===== src/rtl/debounce_multi.sv =====
// Multi-channel debouncer: shared sample prescaler, per-channel 2-flop synchronizer,
// stability counter and rise/fall pulses. Define DEBOUNCE_GLITCH_CNT_EN for glitch counters.
module debounce_multi #(
    parameter int                NUM_CH       = 4,
    parameter int                MAX_COUNT    = 660,
    parameter int                STABLE_TICKS = 2,
    parameter logic [NUM_CH-1:0] RST_VAL      = {NUM_CH{1'b0}}
) (
    input  logic                  clk,
    input  logic                  rst,
    input  logic                  deb_en,
    input  logic [NUM_CH-1:0]     in_put,
    output logic [NUM_CH-1:0]     out_put,
    output logic [NUM_CH-1:0]     rise,
    output logic [NUM_CH-1:0]     fall,
    output logic                  tick,
    input  logic                  glitch_clr,
    output logic [8*NUM_CH-1:0]   glitch_cnt
);

    localparam int PW = $clog2(MAX_COUNT);
    localparam int CW = $clog2(STABLE_TICKS + 1);
    localparam logic [PW-1:0] CNT_LAST  = PW'(MAX_COUNT - 1);
    localparam logic [CW-1:0] STAB_LAST = CW'(STABLE_TICKS - 1);

    logic [PW-1:0]              presc_q, presc_d;
    logic                       tick_q, tick_d;
    logic [NUM_CH-1:0]          sync1_q, sync1_d;
    logic [NUM_CH-1:0]          sync2_q, sync2_d;
    logic [NUM_CH-1:0]          out_q, out_d;
    logic [NUM_CH-1:0]          rise_q, rise_d;
    logic [NUM_CH-1:0]          fall_q, fall_d;
    logic [NUM_CH-1:0][CW-1:0]  stab_q, stab_d;
    logic [NUM_CH-1:0]          glitch;

    always_comb begin
        presc_d = '0;
        tick_d  = 1'b0;
        if (deb_en) begin
            tick_d  = (presc_q == CNT_LAST);
            presc_d = (presc_q == CNT_LAST) ? '0 : presc_q + 1'b1;
        end
    end

    always_comb begin
        sync1_d = in_put;
        sync2_d = sync1_q;
    end

    // Channels only advance on the registered tick, so deb_en low freezes them.
    always_comb begin
        out_d  = out_q;
        stab_d = stab_q;
        rise_d = '0;
        fall_d = '0;
        glitch = '0;
        if (tick_q) begin
            for (int i = 0; i < NUM_CH; i++) begin
                if (sync2_q[i] == out_q[i]) begin
                    stab_d[i] = '0;
                    glitch[i] = (stab_q[i] != '0);
                end else if (stab_q[i] == STAB_LAST) begin
                    out_d[i]  = sync2_q[i];
                    stab_d[i] = '0;
                    rise_d[i] = sync2_q[i];
                    fall_d[i] = ~sync2_q[i];
                end else begin
                    stab_d[i] = stab_q[i] + 1'b1;
                end
            end
        end
    end

    always_ff @(posedge clk or posedge rst) begin
        if (rst) begin
            presc_q <= '0;
            tick_q  <= 1'b0;
            sync1_q <= RST_VAL;
            sync2_q <= RST_VAL;
            out_q   <= RST_VAL;
            rise_q  <= '0;
            fall_q  <= '0;
            stab_q  <= '0;
        end else begin
            presc_q <= presc_d;
            tick_q  <= tick_d;
            sync1_q <= sync1_d;
            sync2_q <= sync2_d;
            out_q   <= out_d;
            rise_q  <= rise_d;
            fall_q  <= fall_d;
            stab_q  <= stab_d;
        end
    end

    assign out_put = out_q;
    assign rise    = rise_q;
    assign fall    = fall_q;
    assign tick    = tick_q;

`ifdef DEBOUNCE_GLITCH_CNT_EN
    logic [NUM_CH-1:0][7:0] gcnt_q, gcnt_d;

    // Clear wins over a same-cycle glitch; counts saturate at 255.
    always_comb begin
        gcnt_d = gcnt_q;
        if (glitch_clr) begin
            gcnt_d = '0;
        end else begin
            for (int i = 0; i < NUM_CH; i++) begin
                if (glitch[i] && (gcnt_q[i] != 8'hFF)) begin
                    gcnt_d[i] = gcnt_q[i] + 8'd1;
                end
            end
        end
    end

    always_ff @(posedge clk or posedge rst) begin
        if (rst) begin
            gcnt_q <= '0;
        end else begin
            gcnt_q <= gcnt_d;
        end
    end

    assign glitch_cnt = gcnt_q;
`else
    logic unused_glitch;
    assign unused_glitch = ^{glitch_clr, glitch};
    assign glitch_cnt    = '0;
`endif

endmodule


===== config.mk =====
export PLATFORM = sky130hd
export DESIGN_NAME = debounce_multi
export DESIGN_NICKNAME = d
export VERILOG_FILES = /design/src/rtl/debounce_multi.sv
export SDC_FILE = /design/constraint.sdc
export NUM_CORES = 1
export LEC_CHECK = 0
export ABC_AREA = 1
export ABC_CLOCK_PERIOD_IN_PS = 3100
export CAP_MARGIN = 40
export CELL_PAD_IN_SITES_DETAIL_PLACEMENT = 0
export CELL_PAD_IN_SITES_GLOBAL_PLACEMENT = 1
export CORE_MARGIN = 3
export CORE_UTILIZATION = 39
export CTS_BUF_LIST = sky130_fd_sc_hd__clkbuf_4
export CTS_CLUSTER_DIAMETER = 150
export DETAILED_ROUTE_END_ITERATION = 8
export HOLD_SLACK_MARGIN = 0.05
export PLACE_DENSITY = 0.95
export SLEW_MARGIN = 10
export SYNTH_ARGS = -nofsm -noshare
export SYNTH_HDL_FRONTEND = slang
export SYNTH_SLANG_ARGS = --single-unit

===== constraint.sdc =====
create_clock -name clk -period 3.1 [get_ports clk]
set_input_delay 0.62 -clock clk [delete_from_list [all_inputs] [get_ports clk]]
set_output_delay 0.62 -clock clk [all_outputs]
set_load 0.005 [all_outputs]

Word level (Yosys, flattened, before mapping). Cells that the tools add are included.

$add $sub $neg: 5. Bitwise operators: 8. Equality and inequality tests: 9. Multiplexer cells: 29. Reduce and logical (&&, ||, !) cells: 4.

Operator list (number): 2-to-1 mux 10 bit (2); 2-to-1 mux 1 bit (17); 2-to-1 mux 2 bit (8); AND reduction 3 bit (4); adder 10 x 1 -> 10 bit (second input constant) (1); == test 10 bit (second input constant) (1); adder 2 x 1 -> 2 bit (second input constant) (4); == test 2 x 1 -> 1 bit (second input constant) (4); 2-to-1 mux 4 bit (2); NOT 1 bit (8); == test 1 bit (4).

Output and inout port bits: 45. Register bits: 39.

Logic depth before layout (Yosys ltp).
Word-level depth: 4. Depth in mapped cells: 7. Gate-level depth less buffers: 7.

Least setup slack after synthesis. OpenSTA, ideal clock, no wires.

Kind: register -> register. From: register presc_q[0]. To: register presc_q[2]. Setup slack: 2.007 ns. Data required time: 2.980 ns. Buffers on the path: 0. Cell stages (with the launch flop): 7. Data arrival time: 0.973 ns. Path through: dfrtp_1 > ha_1 > nand2_1 > nor2_1 > nand3_1 > nand2_1 > nor2_1.

Word-level cells in the longest chain between the ends: 3. Elaborated cells on any way between the ends: 4.

Ends and longest elaborated chain: from (decl) (RTL line 26) `logic [PW-1:0] presc_q, presc_d;`; from (signal assigned) (RTL line 85) `presc_q <= presc_d;`; adder 10 x 1 -> 10 bit / == test 10 bit (equally long branches) (RTL line 41) `presc_d = (presc_q == CNT_LAST) ? '0 : presc_q + 1'b1;`; 2-to-1 mux 10 bit (*) (RTL line 41); 2-to-1 mux 10 bit (*) (RTL line 39) `if (deb_en) begin`; named net presc_d[2] (RTL line 26).

Mark *: on every way through the listed nets, which the timed path passes. The rest lies on a longest branch. A chain may end at the register's enable or synchronous reset.

Final worst setup path.
From: register tick_q (netlist: tick). To: output port tick.

RTL lines: from (decl) (RTL line 27) `logic tick_q, tick_d;`; from (signal assigned) (RTL line 86) `tick_q <= tick_d;`; to (decl) (RTL line 16) `output logic tick,`.

No word-level cell between the ends.

==> impl_metrics.json <==
{
  "drive_above_1_share": 0.0701,
  "fill_cells": 405,
  "path_cells": "clkdlybuf4s50_1",
  "holdPathStages": 0,
  "hold_violations": 0,
  "synth_warnings": 0,
  "dieArea_mm2": 0.00536,
  "ctsHoldBuffers": 0,
  "port_buffers": 19,
  "grt_max_degree": 40,
  "cts-buffers-inserted": 5,
  "synth_top_area_cell": "dfrtp_1",
  "final_cell_mix": "dfrtp_1, conb_1, nor2_1, inv_1, nand2_1",
  "drtPass1Iterations": 4,
  "root_buffer": "clkbuf_4",
  "vdd_ir_drop_max_uv": 265,
  "seq_area_frac_synth": 0.554,
  "wirelength_um": 2500,
  "hold_path_startpoint": "sync1_q[3]",
  "ff2ff_path_depth": 6,
  "critical_path_required_ns": 2.48,
  "crit_slowest_cell": "clkdlybuf4s50_1",
  "setup-violations-final": 0,
  "slew_violations": 0,
  "fin_ws_ns": 1.01,
  "start_kind": "flip-flop",
  "ioPinCount": 53,
  "fp.dieH_um": 73.2,
  "via_per_inst": 4.16,
  "vias": 1099,
  "dp_hpwl_um": 1820,
  "area_growth_pct": 11.9,
  "clkPwrFrac": 0.374,
  "overflow": 0,
  "ff2ff_setup_slack_ns": 1.85,
  "gp_congestion": 0.773,
  "cts_tree": "yes",
  "rows": 23,
  "nets": 222,
  "ys_ff_latch": 39,
  "fin_skew_ns": 0.00729,
  "r2r-start": "presc_q[0]",
  "routedWlPerCell_um": 9.48,
  "r2r_end": "presc_q[0]",
  "cts_resized": 0,
  "synth_area_mm2": 0.00176,
  "grt_pass1_vias": 1046,
  "critical_path.max_stage_delay_ns": 0.57,
  "antenna_left": 0,
  "status": "finished clean",
  "path_clk_slew_ns": 0.12,
  "grt_pass1_wl_um": 4280,
  "worstSkewPairLatency_ns": 0.34,
  "cp.arrival_ns": 1.47,
  "p_sw_frac": 0.226,
  "critPathMaxFanout": 11,
  "final_common_cell": "dfrtp_1",
  "drc_errors": 0,
  "avgSynthCellArea_um2": 9.36,
  "fmax_mhz": 478,
  "htreeDepth": 2,
  "drv_cap": 0,
  "power_leakage_nw": 0.967,
  "pwr-share-seq": 0.579,
  "p_per_area_mw_per_mm2": 460,
  "synth_area_leaders": "dfrtp_1, buf_4, nor2_1, inv_1, nand2_1",
  "drt_iter0_drc": 42,
  "final.setup.tns_ns": 0,
  "fin_crit_ns": 2.09,
  "rsz0062_at_grt": "no",
  "finalCritPeriodShare": 0.675,
  "criticalPathCategory": "flip-flop to primary output",
  "start_util": 0.422,
  "grt_usage": 0.104,
  "cts_setup_buffers": 0,
  "cts_sinks": 39,
  "syn-instance-count": 188,
  "antenna_found_initial": 0,
  "cts.path.max_buffers": 2,
  "pwr-share-comb": 0.048,
  "synth_cell_types": 23,
  "antenna_cells": 0,
  "endpoint_kind": "primary output",
  "pre_cts_ws_ns": 1.40,
  "die-width_um": 73.2,
  "internal-power_w": 0.000702,
  "coreArea_mm2": 0.00417,
  "cpLargestDelayFamily": "buffers and inverters",
  "netSwitchingPower_w": 0.000205,
  "min_path_type": "flip-flop to flip-flop",
  "synth.top_cell.area_share": 0.554,
  "hold_path_end": "sync2_q[3]",
  "path_buf_inv": 1
}
==> synth_stat cells (all sizes together) <==
cell,number
nand3,10
nor2,33
dfrtp,39
nor3b,1
nand4,2
a21oi,7
inv,23
a21boi,1
nor3,1
xnor2,2
xor2,3
ha,1
conb,1
buf,33
nand2,22
o21ai,7
nand3b,1
or2,1
==> how the worst max path moves through the flow <==
stage,cells after the start,start,slack [ns],end
4_1_cts,1,tick,0.99,tick
3_5_place_dp,1,tick,1.40,tick
2_1_floorplan,1,rst,1.59,fall[0]
3_3_place_gp,1,tick,1.41,tick
5_1_grt,1,tick,0.92,tick
6_report,1,tick,1.01,tick
==> kinds of logic after synthesis <==
family,count (synthesis),share of synthesized area
AND/OR/NAND/NOR,71,0.178
buffers and inverters,56,0.190
flip-flops,39,0.554
AO/OA/AOI/OAI,15,0.0441
XOR/XNOR,5,0.0249
adder cells (fa/ha/maj),1,0.00711
other,1,0.00213
==> per-stage QoR <==
| step | util | cells | total power (W) | instance area (um2) | hold slack (ns) |
|---|---|---|---|---|---|
| after CTS | 0.472 | 264 | 0.000921 | 1970 | 0.364 |
| after floorplan | - | 219 | 0.000592 | 1880 | 0.331 |
| after global placement | 0.453 | 256 | 0.000577 | 1890 | 0.333 |
| final | 0.472 | 264 | 0.000907 | 1970 | 0.362 |
| after detailed placement | 0.453 | 256 | 0.000579 | 1890 | 0.337 |
| after global routing | 0.472 | 264 | 0.000957 | 1970 | 0.381 |
==> registers in the layout, indices dropped and copies added, names as in the netlist <==
signal / flops
rise: 4
fall: 4
sync1_q: 4
stab_q: 8
sync2_q: 4
out_put: 4
presc_q: 10
tick: 1
==> per-layer routing <==
metal,global-route usage,share of wire,wire [um]
met5,0,0,0
met4,0.0410,0.011,28
met3,0.0482,0.085,214
met2,0.178,0.49,1230
met1,0.111,0.41,1040
==> layout make-up <==
| cell class | instances | area [um2] | share of cell area |
|---|---|---|---|
| clock buffer | 5 | 37.5 | 0.0190 |
| tap | 50 | 62.6 | 0.0317 |
| clock inverter | 3 | 43.8 | 0.0222 |
| sequential | 39 | 976 | 0.495 |
| inverter | 23 | 86.3 | 0.0438 |
| timing repair buffer | 20 | 198 | 0.100 |
| multi-input combinational | 124 | 567 | 0.288 |
==> power groups by stage <==
stage | combinational, W | sequential [W] | clock (W)
final | 0.0000432 | 0.000525 | 0.000339
after global routing | 0.0000523 | 0.000527 | 0.000378
after CTS | 0.0000437 | 0.000525 | 0.000352
after detailed placement | 0.0000437 | 0.000535 | 0
after global placement | 0.0000429 | 0.000534 | 0
after floorplan | 0.0000588 | 0.000533 | 0
Power figures use the tool's default switching activity.
